`src/rtl/mfp_ahb_lite_eic_prio.sv`:
```
// AHB-Lite EIC-mode interrupt controller: sense, mask, pending and priority arbitration.
// Optional EIC_PRIORITY_EN adds per-channel EIPR0..3 priority registers.
module mfp_ahb_lite_eic_prio #(
  parameter int CHANNELS    = 32,
  parameter int SYNC_STAGES = 2
) (
  input  logic                HCLK,
  input  logic                HRESETn,
  input  logic [31:0]         HADDR,
  input  logic                HSEL,
  input  logic                HWRITE,
  input  logic [1:0]          HTRANS,
  input  logic [2:0]          HSIZE,
  input  logic [31:0]         HWDATA,
  output logic [31:0]         HRDATA,
  output logic                HREADY,
  output logic                HRESP,
  input  logic [CHANNELS-1:0] signal,
  output logic [7:0]          EIC_Interrupt,
  output logic [5:0]          EIC_Vector,
  output logic [16:0]         EIC_Offset,
  output logic [3:0]          EIC_ShadowSet,
  output logic                EIC_Present,
  input  logic                EIC_IAck,
  input  logic [7:0]          EIC_IPL,
  input  logic [5:0]          EIC_IVN,
  input  logic [16:0]         EIC_ION
);

  localparam logic [32:0] CH_M33  = (33'd1 << CHANNELS) - 33'd1;
  localparam logic [31:0] CH_MASK = CH_M33[31:0];
  localparam logic [64:0] SN_M65  = (65'd1 << (2 * CHANNELS)) - 65'd1;
  localparam logic [63:0] SN_MASK = SN_M65[63:0];

  logic [3:0]  a_idx;
  logic        a_wr;
  logic        we;
  logic        eicr_q;
  logic [31:0] msk_q;
  logic [31:0] pend_q;
  logic [31:0] pend_d;
  logic [63:0] sns_q;
  logic [31:0] sig_in;
  logic [31:0] sync_q [SYNC_STAGES];
  logic [31:0] hist_q;
  logic [31:0] sig_s;
  logic [31:0] rise;
  logic [31:0] fall;
  logic [31:0] w1c;
  logic [31:0] w1s;
  logic [31:0] ackv;
  logic [7:0]  prio [32];
  logic [7:0]  win_p;
  logic [5:0]  win_i;
  logic [7:0]  eic_int_q;
  logic [5:0]  eic_vec_q;
  logic        ack_vld;
  logic        ack_d;
  logic        unused_ok;

`ifdef EIC_PRIORITY_EN
  localparam logic [128:0] PR_M129 = (129'd1 << (4 * CHANNELS)) - 129'd1;
  localparam logic [127:0] PR_MASK = PR_M129[127:0];
  logic [127:0] eipr_q;
`endif

  assign HREADY        = 1'b1;
  assign HRESP         = 1'b0;
  assign EIC_Offset    = '0;
  assign EIC_ShadowSet = '0;
  assign EIC_Present   = 1'b1;
  assign EIC_Interrupt = eic_int_q;
  assign EIC_Vector    = eic_vec_q;
  assign sig_in        = 32'(signal);
  assign we            = a_wr;
  assign ack_vld       = EIC_IAck && (eic_int_q != 8'd0);
  assign unused_ok     = ^{HADDR[31:6], HADDR[1:0], EIC_IPL, EIC_IVN, EIC_ION};

  // a_wr already folds in the word-size check; index is kept across idles
  always_ff @(posedge HCLK or negedge HRESETn) begin
    if (!HRESETn) begin
      a_idx <= '0;
      a_wr  <= 1'b0;
    end else if (HSEL && HTRANS[1]) begin
      a_idx <= HADDR[5:2];
      a_wr  <= HWRITE && (HSIZE == 3'b010);
    end else begin
      a_wr  <= 1'b0;
    end
  end

  always_ff @(posedge HCLK or negedge HRESETn) begin
    if (!HRESETn) begin
      eicr_q <= 1'b0;
      msk_q  <= '0;
      sns_q  <= '0;
`ifdef EIC_PRIORITY_EN
      eipr_q <= '0;
`endif
    end else if (we) begin
      case (a_idx)
        4'd0: eicr_q <= HWDATA[0];
        4'd1: msk_q <= HWDATA & CH_MASK;
        4'd4: sns_q[31:0] <= HWDATA & SN_MASK[31:0];
        4'd5: sns_q[63:32] <= HWDATA & SN_MASK[63:32];
`ifdef EIC_PRIORITY_EN
        4'd8:  eipr_q[31:0]   <= HWDATA & PR_MASK[31:0];
        4'd9:  eipr_q[63:32]  <= HWDATA & PR_MASK[63:32];
        4'd10: eipr_q[95:64]  <= HWDATA & PR_MASK[95:64];
        4'd11: eipr_q[127:96] <= HWDATA & PR_MASK[127:96];
`endif
        default: ;
      endcase
    end
  end

  always_comb begin
    HRDATA = '0;
    case (a_idx)
      4'd0: HRDATA = {31'b0, eicr_q};
      4'd1: HRDATA = msk_q;
      4'd2: HRDATA = pend_q;
      4'd4: HRDATA = sns_q[31:0];
      4'd5: HRDATA = sns_q[63:32];
`ifdef EIC_PRIORITY_EN
      4'd8:  HRDATA = eipr_q[31:0];
      4'd9:  HRDATA = eipr_q[63:32];
      4'd10: HRDATA = eipr_q[95:64];
      4'd11: HRDATA = eipr_q[127:96];
`endif
      default: HRDATA = '0;
    endcase
  end

  always_ff @(posedge HCLK or negedge HRESETn) begin
    if (!HRESETn) begin
      for (int s = 0; s < SYNC_STAGES; s++) sync_q[s] <= '0;
      hist_q <= '0;
      pend_q <= '0;
    end else begin
      sync_q[0] <= sig_in;
      for (int s = 1; s < SYNC_STAGES; s++) sync_q[s] <= sync_q[s-1];
      hist_q <= sync_q[SYNC_STAGES-1];
      pend_q <= pend_d;
    end
  end

  // Edge modes: a set source beats any clear in the same cycle
  always_comb begin
    sig_s  = sync_q[SYNC_STAGES-1];
    rise   = sig_s & ~hist_q;
    fall   = ~sig_s & hist_q;
    w1c    = (we && a_idx == 4'd2) ? HWDATA : '0;
    w1s    = (we && a_idx == 4'd3) ? HWDATA : '0;
    ackv   = ack_vld ? (32'd1 << eic_vec_q) : '0;
    pend_d = pend_q;
    for (int i = 0; i < 32; i++) begin
      unique case (sns_q[2*i +: 2])
        2'b00: pend_d[i] = 1'b0;
        2'b01: pend_d[i] = sig_s[i];
        2'b10,
        2'b11: begin
          if ((sns_q[2*i] ? (rise[i] | fall[i]) : rise[i]) | w1s[i])
            pend_d[i] = 1'b1;
          else if (w1c[i] | ackv[i])
            pend_d[i] = 1'b0;
        end
      endcase
    end
  end

  always_comb begin
    for (int i = 0; i < 32; i++) begin
`ifdef EIC_PRIORITY_EN
      prio[i] = {4'b0, eipr_q[4*i +: 4]};
`else
      prio[i] = 8'(i + 1);
`endif
    end
  end

  // Strict compare keeps the lowest index on ties and skips prio 0
  always_comb begin
    win_p = '0;
    win_i = '0;
    for (int i = 0; i < CHANNELS; i++) begin
      if (pend_q[i] && msk_q[i] && eicr_q && (prio[i] > win_p)) begin
        win_p = prio[i];
        win_i = 6'(i);
      end
    end
  end

  always_ff @(posedge HCLK or negedge HRESETn) begin
    if (!HRESETn) begin
      eic_int_q <= '0;
      eic_vec_q <= '0;
      ack_d     <= 1'b0;
    end else begin
      ack_d <= ack_vld;
      if (ack_vld || ack_d) begin
        eic_int_q <= '0;
        eic_vec_q <= '0;
      end else begin
        eic_int_q <= win_p;
        eic_vec_q <= win_i;
      end
    end
  end

endmodule

```
`config.mk`:
```
export PLATFORM = sky130hd
export DESIGN_NAME = mfp_ahb_lite_eic_prio
export DESIGN_NICKNAME = d
export VERILOG_FILES = /design/src/rtl/mfp_ahb_lite_eic_prio.sv
export SDC_FILE = /design/constraint.sdc
export NUM_CORES = 1
export LEC_CHECK = 0
export BUFFER_PORTS_ARGS = -buffer_cell sky130_fd_sc_hd__buf_4
export CAP_MARGIN = 20
export CORE_MARGIN = 2
export CORE_UTILIZATION = 40
export CTS_CLUSTER_SIZE = 8
export DETAILED_ROUTE_END_ITERATION = 10
export PLACE_DENSITY_LB_ADDON = 0.05
export SKIP_LAST_GASP = 1
export SYNTH_ARGS = -nofsm -noshare
export SYNTH_HDL_FRONTEND = slang
export SYNTH_SLANG_ARGS = --single-unit
```
`constraint.sdc`:
```
create_clock -name HCLK -period 2.2 [get_ports HCLK]
set_input_delay 0.22 -clock HCLK [delete_from_list [all_inputs] [get_ports HCLK]]
set_output_delay 0.22 -clock HCLK [all_outputs]
set_load 0.005 [all_outputs]
```
[Word level (Yosys, flattened, before mapping)]
Cells that the tools add are included.
Cells by class
  order comparisons: 31
  bitwise logic cells: 100
  equality and inequality tests: 134
  shift-type cells: 1
  mux-type cells: 198
  reductions and logical operators: 171
Operator list (number)
  8-bit two-way mux: 32
  6-bit two-way mux: 31
  32-bit case mux with 5 select lines: 1
  2-bit equality test, second input constant: 64
  5-bit by 8-bit > comparator with 1-bit output, first input constant: 16
  1-bit logical AND: 100
  1-bit two-way mux: 99
  32-bit two-way mux: 3
  3-bit != test, second input constant: 32
  1-bit OR: 96
  1-bit case mux with 3 select lines: 32
  32-bit bitwise AND: 2
  2-bit by 1-bit equality test with 1-bit output, second input constant: 32
  4-bit by 8-bit > comparator with 1-bit output, first input constant: 8
  2-bit zero test: 32
  32-bit NOT: 2
  2-bit OR reduction: 32
  3-bit by 8-bit > comparator with 1-bit output, first input constant: 4
  1-bit by 6-bit left shift with 32-bit output, first input constant: 1
  2-bit by 8-bit > comparator with 1-bit output, first input constant: 2
  4-bit by 2-bit equality test with 1-bit output, second input constant: 2
  4-bit by 3-bit equality test with 1-bit output, second input constant: 2
  6-bit by 8-bit > comparator with 1-bit output, first input constant: 1
  2-bit AND reduction: 4
  other kinds (5): 5
Word-level totals
  word-level logic and storage cells: 679
  input bits: 137
  register bits after elaboration: 245
  output and inout bits: 70

[Depth between registers and ports, before layout]
Gate-level depths: netlist of the first run.
  word-level depth: 97
  depth in mapped cells: 7
  depth with buffers taken out: 5

[Worst setup path before layout of the first run]
OpenSTA, ideal clock, no wires.
  path type: register -> register
  start point: register a_idx[0]
  end point: register pend_q[16]
  data arrival time: 1717 ps
  path slack: 357 ps
  setup time: 126 ps
  stages on the path, launching flop included: 8
  buffers on the path: 3
  period minus slack after synthesis: 1843 ps
  cells stage by stage: dfrtp_1 -> buf_2 -> nor4b_4 -> and2_1 -> buf_4 -> buf_6 -> a221oi_1 -> a221o_1
Between the ends
  longest elaborated chain between the ends: 6
  elaborated cells between the ends (all ways): 11
RTL lines
  start, declared: line 35  | logic [3:0] a_idx;
  start signal, assigned: line 85  | a_idx <= HADDR[5:2];
  4-bit by 2-bit equality test with 1-bit output: line 154  | w1s = (we && a_idx == 4'd3) ? HWDATA : '0;
  1-bit logical AND: line 154
  32-bit two-way mux: line 154
  1-bit OR: line 163  | if ((sns_q[2*i] ? (rise[i] | fall[i]) : rise[i]) | w1s[i])
  1-bit two-way mux: line 163
  1-bit case mux with 3 select lines: line 158  | unique case (sns_q[2*i +: 2])
  end signal, assigned: line 144  | pend_q <= pend_d;
  end, declared: line 40  | logic [31:0] pend_q;
Parallel ways exist; a longest one is shown, timed or not.
A chain may end at the register's enable or synchronous reset.

[Final worst setup path of the first run]
  start point: register a_idx[1]
  end point: output HRDATA[11]
Between the ends
  longest elaborated chain between the ends: 2
  elaborated cells between the ends (all ways): 6
RTL lines
  4-bit by 3-bit equality test with 1-bit output (tied with other cells): line 119  | case (a_idx)
  32-bit case mux with 5 select lines (*): line 119
  end, declared: line 15  | output logic [31:0] HRDATA,
Every way passes the cells marked *; elsewhere a longest branch is shown, timed or not.

==> impl_metrics.csv, run 1 <==
group,metric,value,unit
route,drt_pass1_iterations,5,
global_route,grt_start_max_net_pins,71,
job,maxCapViolations,0,
cts,cts_buffer_depth,3,
cells_and_area,drive_gt1_share,28.4,%
timing,worstMarginPinSlew,732,ps
timing,hold_viol,0,
run_status,status,"finished, violations left",
yosys,ys_warn_count,0,
setup_path,worstSetupStartpoint,"a_idx[1]$_DFFE_PN0P_",
yosys,synth_compound_area_share,16.8,%
cts,htree_levels,2,
yosys,synth_top_cell_area_share,53.2,%
timing,tns,-3110,ps
route,drcViolationCount,0,
yosys,async_reset_ff_share,100,%
global_route,groute.usage.overall,24.6,%
cells_and_area,syn_to_final_growth,31.4,%
yosys,synth_edf_count,0,
yosys,syn_avg_cell_area,11.4,µm²
route,drtIter0Drc,738,
setup_path,startpoint_type,"flip-flop",
run_status,violations,"negative setup slack",
yosys,synth_simple_gate_area_share,8.47,%
yosys,synth_seq_cells,242,
yosys,synth_cells,998,
power,vdd_drop_max,0.000584,V
floorplanning,die-area,29800,µm²
floorplanning,num_rows,61,
cts,clockRootBuffer,"clkbuf_16",
cts,cts_tree,"yes",
power,leakagePower,6.94,nW
yosys,synth_top_family_by_area,"compound AO/OA/AOI/OAI gates",
setup_path,path_class,"reg -> out",
yosys,synth.mux.area_fraction,11.9,%
cts,cts.sinks,242,
placement,dp_hpwl,25700,µm
setup_path,arrival,2120,ps
timing,skew,14.9,ps
timing,max_slew_margin,51.2,%
route,ant_nets,0,
yosys,synthAdderAreaFrac,3.52,%
yosys,syn-cell-area,11400,µm²
cts,clk-insertion-delay-late,510,ps
timing,timing.final.ws_setup,-144,ps
cells_and_area,layout_commonest_cell,"dfrtp_1",
timing,rsz0062_at_grt,"yes",
route,wl_per_cell,22.4,µm
setup_path,rr_startpoint,"a_idx[0]$_DFFE_PN0P_",
cells_and_area,mostFrequentLayoutCells,"238 x dfrtp_1, 173 x buf_4, 127 x nand2_1",
timing,period_minus_slack,2340,ps
global_route,grt_antenna_before_repair,0,
floorplanning,die_w,173,µm
cells_and_area,diodes,0,
setup_path,worstPathMaxFanout,32,
placement,gp_congestion,0.917,
setup_path,required,1980,ps
placement,port_buffers,119,
route,vias,9081,
timing,max_freq,0.427,GHz
floorplanning,io_pins,207,
timing,setup_violations,32,
yosys,synth_ff_type,"dfrtp_1",
floorplanning,core,27900,µm²
yosys,synth_area_leader_cell,"dfrtp_1",
yosys,yosysUniqueCellTypes,56,
route,drt-total-wl,36500,µm
yosys,synthTopCellsByArea,"dfrtp_1 53%, mux2_2 10%, a221o_1 5.3%, nand2_1 4.2%, ha_1 3.5%",
yosys,ys_seq_area_share,53.2,%
cts,cts_buffers,36,
route,avgViaCountPerCell,5.56,
global_route,grt_pass1_vias,8999,
global_route,grt_pass1_wl,55800,µm
timing,drv_slew,0,
worst_hold_path,hold_start,"HWDATA[16]",
power,power_density,869,nW/µm²
cells_and_area,nets,1421,
worst_hold_path,min_path_type,"in -> reg",
yosys,synthXorXnorAreaFrac,0,%
cts,clkSlewWorstSetupHoldPaths,50,ps
global_route,grt-ovfl-total,0,
floorplanning,die_y,173,µm
setup_path,endpoint_kind,"primary output",
floorplanning,start_util,40.8,%
cells_and_area,post-route-util,53.5,%
timing,finalCritPeriodShare,107,%
## routing by layer
| layer | track usage (%) | vias up | part of all wire, % |
|---|---|---|---|
| met2 | 39.8 | 326 | 47 |
| met4 | 7.31 | 0 | 2.7 |
| li1 | - | 4123 | - |
| met5 | 0 | - | 0 |
| met1 | 34.5 | 4571 | 45 |
| met3 | 3.52 | 61 | 5.8 |
## report_power, final
part           switching, mW  internal (mW)  leakage [nW]  total, mW
Clock                   1.90           3.10         0.486       5.00
Sequential             0.480           4.86          2.84       5.34
Combinational           1.37           1.29          3.61       2.65
Total                   3.75           9.25          6.94       13.0
## synth_stat cells, types with 4 or more instances
cell type / count
dfrtp_1: 242
nand2_1: 127
mux2_2: 102
inv_1: 85
a221o_1: 60
o21ai_0: 39
a22o_1: 32
ha_1: 32
buf_4: 28
a221oi_1: 27
a21oi_1: 26
clkbuf_1: 23
mux2i_1: 21
nand3_1: 19
nor2_1: 17
and2_1: 15
a31oi_1: 11
buf_2: 9
a22oi_1: 7
a222oi_1: 6
a41oi_1: 6
nand4_1: 5
nor2b_1: 5
a211oi_1: 4
## critical path, stage by stage (launching register included)
cell and delay [ps]:
dfrtp_2 420, buf_4 150, nor4b_4 310, buf_12 250
a22o_1 200, a221o_1 140, buf_4 110
## flip-flops by register name (all words and copies together) (netlist names), 4 cells and up
register / cells
hist_q: 32
EIC_Vector: 5
sig_s: 32
EIC_Interrupt: 6
msk_q: 32
sync_q: 32
a_idx: 4
pend_q: 32
sns_q: 64
## cell families (layout without fill, tap and decap cells)
kind of cell	count (synthesis)	count (layout)
mux	123	123
other cells	2	27
compound gates	243	243
fa+ha+maj	32	32
buf+inv	149	381
simple gates	207	207
flops	242	242
## layout make-up
class	count	area, µm²
clock buffer	38	940
inverter	85	319
tap	378	473
multi-input combinational	632	4800
fill	2527	13000
timing repair buffer	255	2320
sequential	242	6060
clock inverter	3	47.5
## path summary, 6_finish.rpt
kind / to / cells after the start / slack, ps
max in group asynchronous: sns_q[7]$_DFFE_PN0P_ / 3 / 1200
worst max register to register: pend_q[21]$_DFFE_PN0P_ / 7 / 70
min in group asynchronous: sig_s[12]$_DFF_PN0_ / 2 / 290
worst min register to register: sig_s[24]$_DFF_PN0_ / 0 / 340
worst min-delay path: sns_q[48]$_DFFE_PN0P_ / 2 / 8
worst max-delay path: HRDATA[11] / 6 / -140
## metrics by stage
step	instances	hold WS, ps	worst slack (ps)	cell area (µm²)	power, mW
after floorplan	1023	-75.6	357	11500	6.40
after global placement	1516	250	152	13100	7.81
after detailed placement	1516	242	154	13100	7.82
after CTS	1632	0.980	-165	14900	13.1
after global routing	1633	5.94	-217	15000	13.6
final	1633	8.23	-144	15000	13.0
## repair_timing
item	in CTS	in global routing
setup endpoints to repair	32	32
buffers inserted	13	1
cloned	3	0
resized for setup	22	6
pin swaps	8	3
endpoints found under the hold margin	148	0
hold buffers	59	0
No activity file was read; power rests on OpenSTA's default activity.
==> inputs of run 2 (changes only) <==
- ABC_AREA: not set -> 1
==> run 2 against run 1 <==
  * The run still ends with negative setup slack left
  * Routed wire length increased by 2.3%
  * Clock-buffer cell count decreased by 1
  * Combinational power increased by 21%
  * Power increased by 4.1%
  * Clock power decreased by 2%
  * Critical path type unchanged
  * Clock skew decreased by 1.6 ps
  * Final area increased by 0.65%
  * Area after synthesis decreased by 2.1%
  * Non-clock buffer count decreased by 23
  * Critical path depth increased by 3
  * Cell count increased by 15%
  * Fmax increased by 1.7%
  * Largest power group unchanged
==> impl_metrics.csv, run 2 <==
group,metric,value,unit
cts,htree_levels,2,
global_route,grt_antenna_before_repair,0,
timing,max_slew_margin,53.0,%
cells_and_area,layout_commonest_cell,"nand2_1",
placement,gp_congestion,0.904,
floorplanning,start_util,40.3,%
setup_path,endpoint_kind,"primary output",
timing,rsz0062_at_grt,"yes",
floorplanning,io_pins,207,
cells_and_area,final_cells,1876,
yosys,async_reset_ff_share,100,%
cells_and_area,diodes,0,
cts,cts.sinks,242,
yosys,synth_cells,1267,
timing,timing.final.ws_setup,-105,ps
timing,setup_violations,26,
yosys,synth_edf_count,0,
yosys,yosysUniqueCellTypes,33,
cells_and_area,nets,1665,
route,drt-total-wl,37300,µm
yosys,yosys-top-cells-count,"337 x nand2_1, 242 x dfrtp_1, 175 x inv_1",
route,ant_nets,0,
placement,pre_cts_ws,74.3,ps
yosys,synth_top_cell_area_share,54.3,%
power,leakagePower,7.52,nW
cts,cts_tree,"yes",
setup_path,slowest_stage,"dfrtp_1",
cts,clkSlewWorstSetupHoldPaths,50,ps
global_route,groute.usage.overall,25.3,%
route,vias,9790,
setup_path,slowest_delay,380,ps
placement,port_buffers,119,
cts,clockRootBuffer,"clkbuf_16",
placement,dp_hpwl,25100,µm
route,drcViolationCount,0,
cts,cts_buffer_depth,3,
timing,drv_slew,0,
worst_hold_path,min_path_type,"in -> reg",
cts,cts_buffers,36,
yosys,syn-cell-area,11100,µm²
route,wl_per_cell,19.9,µm
timing,skew,13.3,ps
cts,clk-insertion-delay-late,520,ps
yosys,ys_warn_count,0,
yosys,ys_seq_area_share,54.3,%
route,drtIter0Drc,915,
cells_and_area,post-route-util,54.5,%
yosys,synth_ff_type,"dfrtp_1",
setup_path,path_cells,"buf_6 -> nor2_4 -> nand2_4 -> buf_6 -> clkinvlp_4 -> buf_12 -> nand2_1 -> nand4_1 -> buf_4",
power,vdd_drop_max,0.000751,V
timing,finalCritPeriodShare,105,%
run_status,violations,"negative setup slack",
timing,worstMarginPinSlew,705,ps
floorplanning,core,27600,µm²
floorplanning,die-area,29200,µm²
timing,max_freq,0.434,GHz
power,power_density,899,nW/µm²
global_route,grt_pass1_vias,9197,
cells_and_area,fillers,2556,
cells_and_area,largest_reg_flops,64,
setup_path,startpoint_type,"flip-flop",
route,avgViaCountPerCell,5.22,
yosys,synth_area_leader_cell,"dfrtp_1",
cells_and_area,regMostFlops,"sns_q",
setup_path,required,1980,ps
placement,dp.cells,1771,
cells_and_area,drive_gt1_share,20.8,%
global_route,grt_start_max_net_pins,65,
setup_path,arrival,2080,ps
setup_path,path_buf_inv,5,
setup_path,cp_top_family,"buffers and inverters",
setup_path,path_common_cell,"buf_6",
timing,period_minus_slack,2300,ps
setup_path,path_class,"reg -> out",
yosys,syn_avg_cell_area,8.80,µm²
yosys,synthTopCellsByArea,"dfrtp_1 54%, nand2_1 11%, o21ai_0 6.2%, inv_1 5.9%, ha_1 3.6%",
route,drt_pass1_iterations,5,
cells_and_area,mostFrequentLayoutCells,"316 x nand2_1, 240 x dfrtp_1, 169 x inv_1",
floorplanning,die_y,171,µm
run_status,status,"finished, violations left",
global_route,grt_pass1_wl,54900,µm
job,maxCapViolations,0,
timing,hold_viol,0,
cells_and_area,syn_to_final_growth,35.0,%
floorplanning,die_w,171,µm
setup_path,worstPathMaxFanout,6,
yosys,synth_seq_cells,242,
yosys,yosysMostFrequentCell,"nand2_1",
global_route,grt-ovfl-total,0,
floorplanning,num_rows,61,
[run 2: layout make-up]
cell class | count | area, µm² | share of cell area (%)
Clock inverter | 3 | 55.1 | 0.366
Inverter | 178 | 694 | 4.61
Timing Repair Buffer | 232 | 2270 | 15.1
Clock buffer | 37 | 926 | 6.15
Sequential cell | 242 | 6060 | 40.2
Tap cell | 378 | 473 | 3.14
Multi-Input combinational cell | 806 | 4570 | 30.4
[run 2: kinds of logic (layout without fill, tap and decap cells)]
| group | after synthesis | after routing | share of synthesized area (%) |
|---|---|---|---|
| fa+ha+maj | 32 | 32 | 3.59 |
| other cells | 2 | 27 | 0.0674 |
| simple gates | 464 | 464 | 17.0 |
| buf+inv | 244 | 450 | 9.21 |
| compound gates | 281 | 281 | 15.6 |
| flops | 242 | 242 | 54.3 |
| mux | 2 | 2 | 0.202 |
[run 2: routing by layer]
| metal | up-vias | routed length, µm | global-route usage (%) |
|---|---|---|---|
| met5 | - | 0 | 0 |
| met2 | 383 | 17400 | 40.1 |
| li1 | 4628 | - | - |
| met3 | 56 | 2560 | 4.42 |
| met4 | 0 | 753 | 7.74 |
| met1 | 4723 | 16600 | 35.6 |
[run 2: per-stage QoR]
stage	area [µm²]	power, mW	TNS [ps]	hold WS, ps
floorplan	11200	6.72	0	-75.6
global placement	12700	8.19	0	155
detailed placement	12700	8.20	0	154
CTS	14400	13.3	-296	7.53
global route	15100	14.2	-6290	14.0
finish	15100	13.5	-1210	16.0
[run 2: what timing repair did]
action                                  4_1_cts  5_1_grt
endpoints found under the setup margin       26       38
cloned                                        3        8
hold buffers                                 40        0
pin swaps                                    10       35
endpoints found under the hold margin       120        0
setup buffers                                 2       12
gates resized for setup                      37      102
[run 2: worst paths after layout]
| path | to | startpoint | slack, ps | cells past startpoint |
|---|---|---|---|---|
| max in group asynchronous | hist_q[24]$_DFF_PN0_ | HRESETn | 1310 | 3 |
| worst min-delay path | pend_q[28]$_DFFE_PN0P_ | HWDATA[28] | 20 | 3 |
| worst max-delay path | HRDATA[15] | a_idx[3]$_DFFE_PN0P_ | -100 | 9 |
| worst min register to register | sig_s[30]$_DFF_PN0_ | sync_q[62]$_DFF_PN0_ | 340 | 0 |
| worst max register to register | EIC_Interrupt[0]$_DFF_PN0_ | eicr_q$_DFFE_PN0P_ | 10 | 21 |
| min in group asynchronous | hist_q[18]$_DFF_PN0_ | HRESETn | 210 | 2 |
[run 2: where the power goes]
group	switching, mW	total (mW)	internal, mW
combinational	1.85	3.21	1.36
sequential	0.491	5.42	4.93
clock	1.93	4.90	2.97
[run 2: tightest hold or removal path: stages]
cell and delay [ps]:
buf_4 120, nand2_1 60, a41oi_1 100
==> inputs of run 3 (changes only) <==
- ABC_AREA: 1 -> 0
- CORE_ASPECT_RATIO: not set -> 0.75
==> run 3 against run 2 <==
  * The flow still finishes with violations (negative setup slack)
  * Critical path type unchanged
  * Clock power fell by 0.8%
  * Via count decreased by 6.0%
  * Clock skew up 3.2 ps
  * Largest power group unchanged
==> impl_metrics.csv, run 3 (synthesized netlist as in run 1, its figures left out) <==
group,metric,value,unit
route,wl_per_cell,23.4,µm
setup_path,rr_worst_depth,8,
job,maxCapViolations,0,
setup_path,worstPathMaxFanout,20,
setup_path,arrival,2190,ps
cts,clk-insertion-delay-late,520,ps
timing,timing.final.ws_setup,-207,ps
setup_path,required,1980,ps
worst_hold_path,min_path_type,"in -> reg",
setup_path,cp_top_family,"buffers and inverters",
setup_path,rr_startpoint,"a_idx[2]$_DFFE_PN0P_",
placement,gp_congestion,0.868,
cts,clkSlewWorstSetupHoldPaths,50,ps
run_status,violations,"negative setup slack",
timing,hold_viol,0,
timing,finalCritPeriodShare,109,%
route,drcViolationCount,0,
global_route,grt_pass1_wl,57500,µm
setup_path,endpoint_kind,"primary output",
placement,dp_hpwl,25800,µm
cells_and_area,layout_commonest_cell,"dfrtp_1",
setup_path,rrSetupSlack,30,ps
floorplanning,core,28000,µm²
setup_path,path_buf_inv,5,
power,leakagePower,7.06,nW
route,drtIter0Drc,777,
route,drt-total-wl,38900,µm
setup_path,path_cells,"buf_6 -> buf_4 -> nor4bb_4 -> buf_4 -> buf_12 -> a221o_1 -> buf_6",
setup_path,slowest_delay,410,ps
cts,cts.sinks,242,
setup_path,slowest_stage,"dfrtp_2",
global_route,grt-ovfl-total,0,
timing,setup_violations,32,
cts,clockRootBuffer,"clkbuf_16",
cells_and_area,nets,1438,
timing,drv_slew,0,
setup_path,startpoint_type,"flip-flop",
global_route,grt_pass1_vias,9091,
cells_and_area,largest_reg_flops,64,
timing,rsz0062_at_grt,"yes",
cells_and_area,regMostFlops,"sns_q",
cts,cts_buffers,36,
power,power_density,855,nW/µm²
worst_hold_path,hold_path_depth,2,
global_route,grt_antenna_before_repair,2,
cts,htree_levels,2,
worst_hold_path,hold_start,"HWDATA[10]",
timing,period_minus_slack,2410,ps
cts,cts_buffer_depth,3,
run_status,status,"finished, violations left",
cells_and_area,drive_gt1_share,29.1,%
placement,port_buffers,119,
worst_hold_path,hold_end,"sns_q[10]$_DFFE_PN0P_",
floorplanning,die_y,150,µm
timing,worstMarginPinSlew,586,ps
global_route,groute.usage.overall,26.4,%
cells_and_area,syn_to_final_growth,33.4,%
timing,max_slew_margin,60.4,%
cells_and_area,post-route-util,54.3,%
timing,max_freq,0.416,GHz
setup_path,path_class,"reg -> out",
floorplanning,die-area,29800,µm²
cells_and_area,diodes,0,
cells_and_area,mostFrequentLayoutCells,"239 x dfrtp_1, 179 x buf_4, 127 x nand2_1",
power,power,13.0,mW
floorplanning,start_util,40.7,%
cts,cts_tree,"yes",
route,vias,9207,
route,avgViaCountPerCell,5.56,
floorplanning,io_pins,207,
route,ant_nets,0,
setup_path,reg2reg_to,"msk_q[7]$_DFFE_PN0P_",
global_route,grt_start_max_net_pins,59,
floorplanning,num_rows,53,
floorplanning,die_w,199,µm
route,drt_pass1_iterations,5,
timing,skew,16.5,ps
power,vdd_drop_max,0.000680,V
run 3: worst max-delay path by stage:
stage / start / to / cells after the start
global placement: a_idx[2]$_DFFE_PN0P_ / msk_q[18]$_DFFE_PN0P_ / 6
floorplan: a_idx[0]$_DFFE_PN0P_ / pend_q[16]$_DFFE_PN0P_ / 7
finish: a_idx[2]$_DFFE_PN0P_ / HRDATA[17] / 7
global route: a_idx[2]$_DFFE_PN0P_ / HRDATA[11] / 7
CTS: a_idx[2]$_DFFE_PN0P_ / HRDATA[28] / 7
detailed placement: a_idx[2]$_DFFE_PN0P_ / msk_q[7]$_DFFE_PN0P_ / 6
run 3: power breakdown:
group	total, mW	leakage (nW)	internal, mW	switching [mW]
clock	4.86	0.466	2.96	1.90
sequential	5.32	2.84	4.86	0.461
combinational	2.80	3.75	1.36	1.44
total	13.0	7.06	9.18	3.80
run 3: layer usage:
layer	track usage, %	up-vias	part of all wire (%)
li1	-	4158	-
met1	41.3	4630	49
met2	36.9	360	41
met3	5.53	59	7.8
met4	6.31	0	1.7
met5	0	-	0
run 3: worst register-to-register path, delay by kind of cell (launching register included):
family	cells	cell delay, ps
multiplexers	1	330
buffers and inverters	5	930
flip-flops	1	410
AND/OR/NAND/NOR	2	380
run 3: cell type report:
type | instances | area (µm²)
clock buffers | 38 | 930
clock inverters | 3 | 25.0
fillers | 2516 | 12800
inverters | 85 | 319
multi-input cells | 632 | 4830
flip-flops and latches | 242 | 6060
well taps | 385 | 482
repair buffers | 272 | 2540
run 3: per-stage QoR:
step | worst slack (ps) | instance area [µm²] | setup TNS (ps) | instances | hold slack, ps
6_report | -207 | 15200 | -5280 | 1657 | 17.5
5_1_grt | -261 | 15200 | -7430 | 1657 | 10.6
4_1_cts | -194 | 15000 | -4810 | 1651 | 4.70
3_5_place_dp | 159 | 13100 | 0 | 1521 | 199
3_3_place_gp | 189 | 13100 | 0 | 1521 | 203
2_1_floorplan | 357 | 11500 | 0 | 1023 | -75.6
run 3: timing repair:
item                                    in CTS  in global routing
setup buffers                               20                  5
pin swaps                                    6                 20
gates cloned                                 5                  4
hold buffers                                64                  0
endpoints found under the setup margin      32                 57
resized for setup                           24                  5
hold endpoints to repair                   158                  0
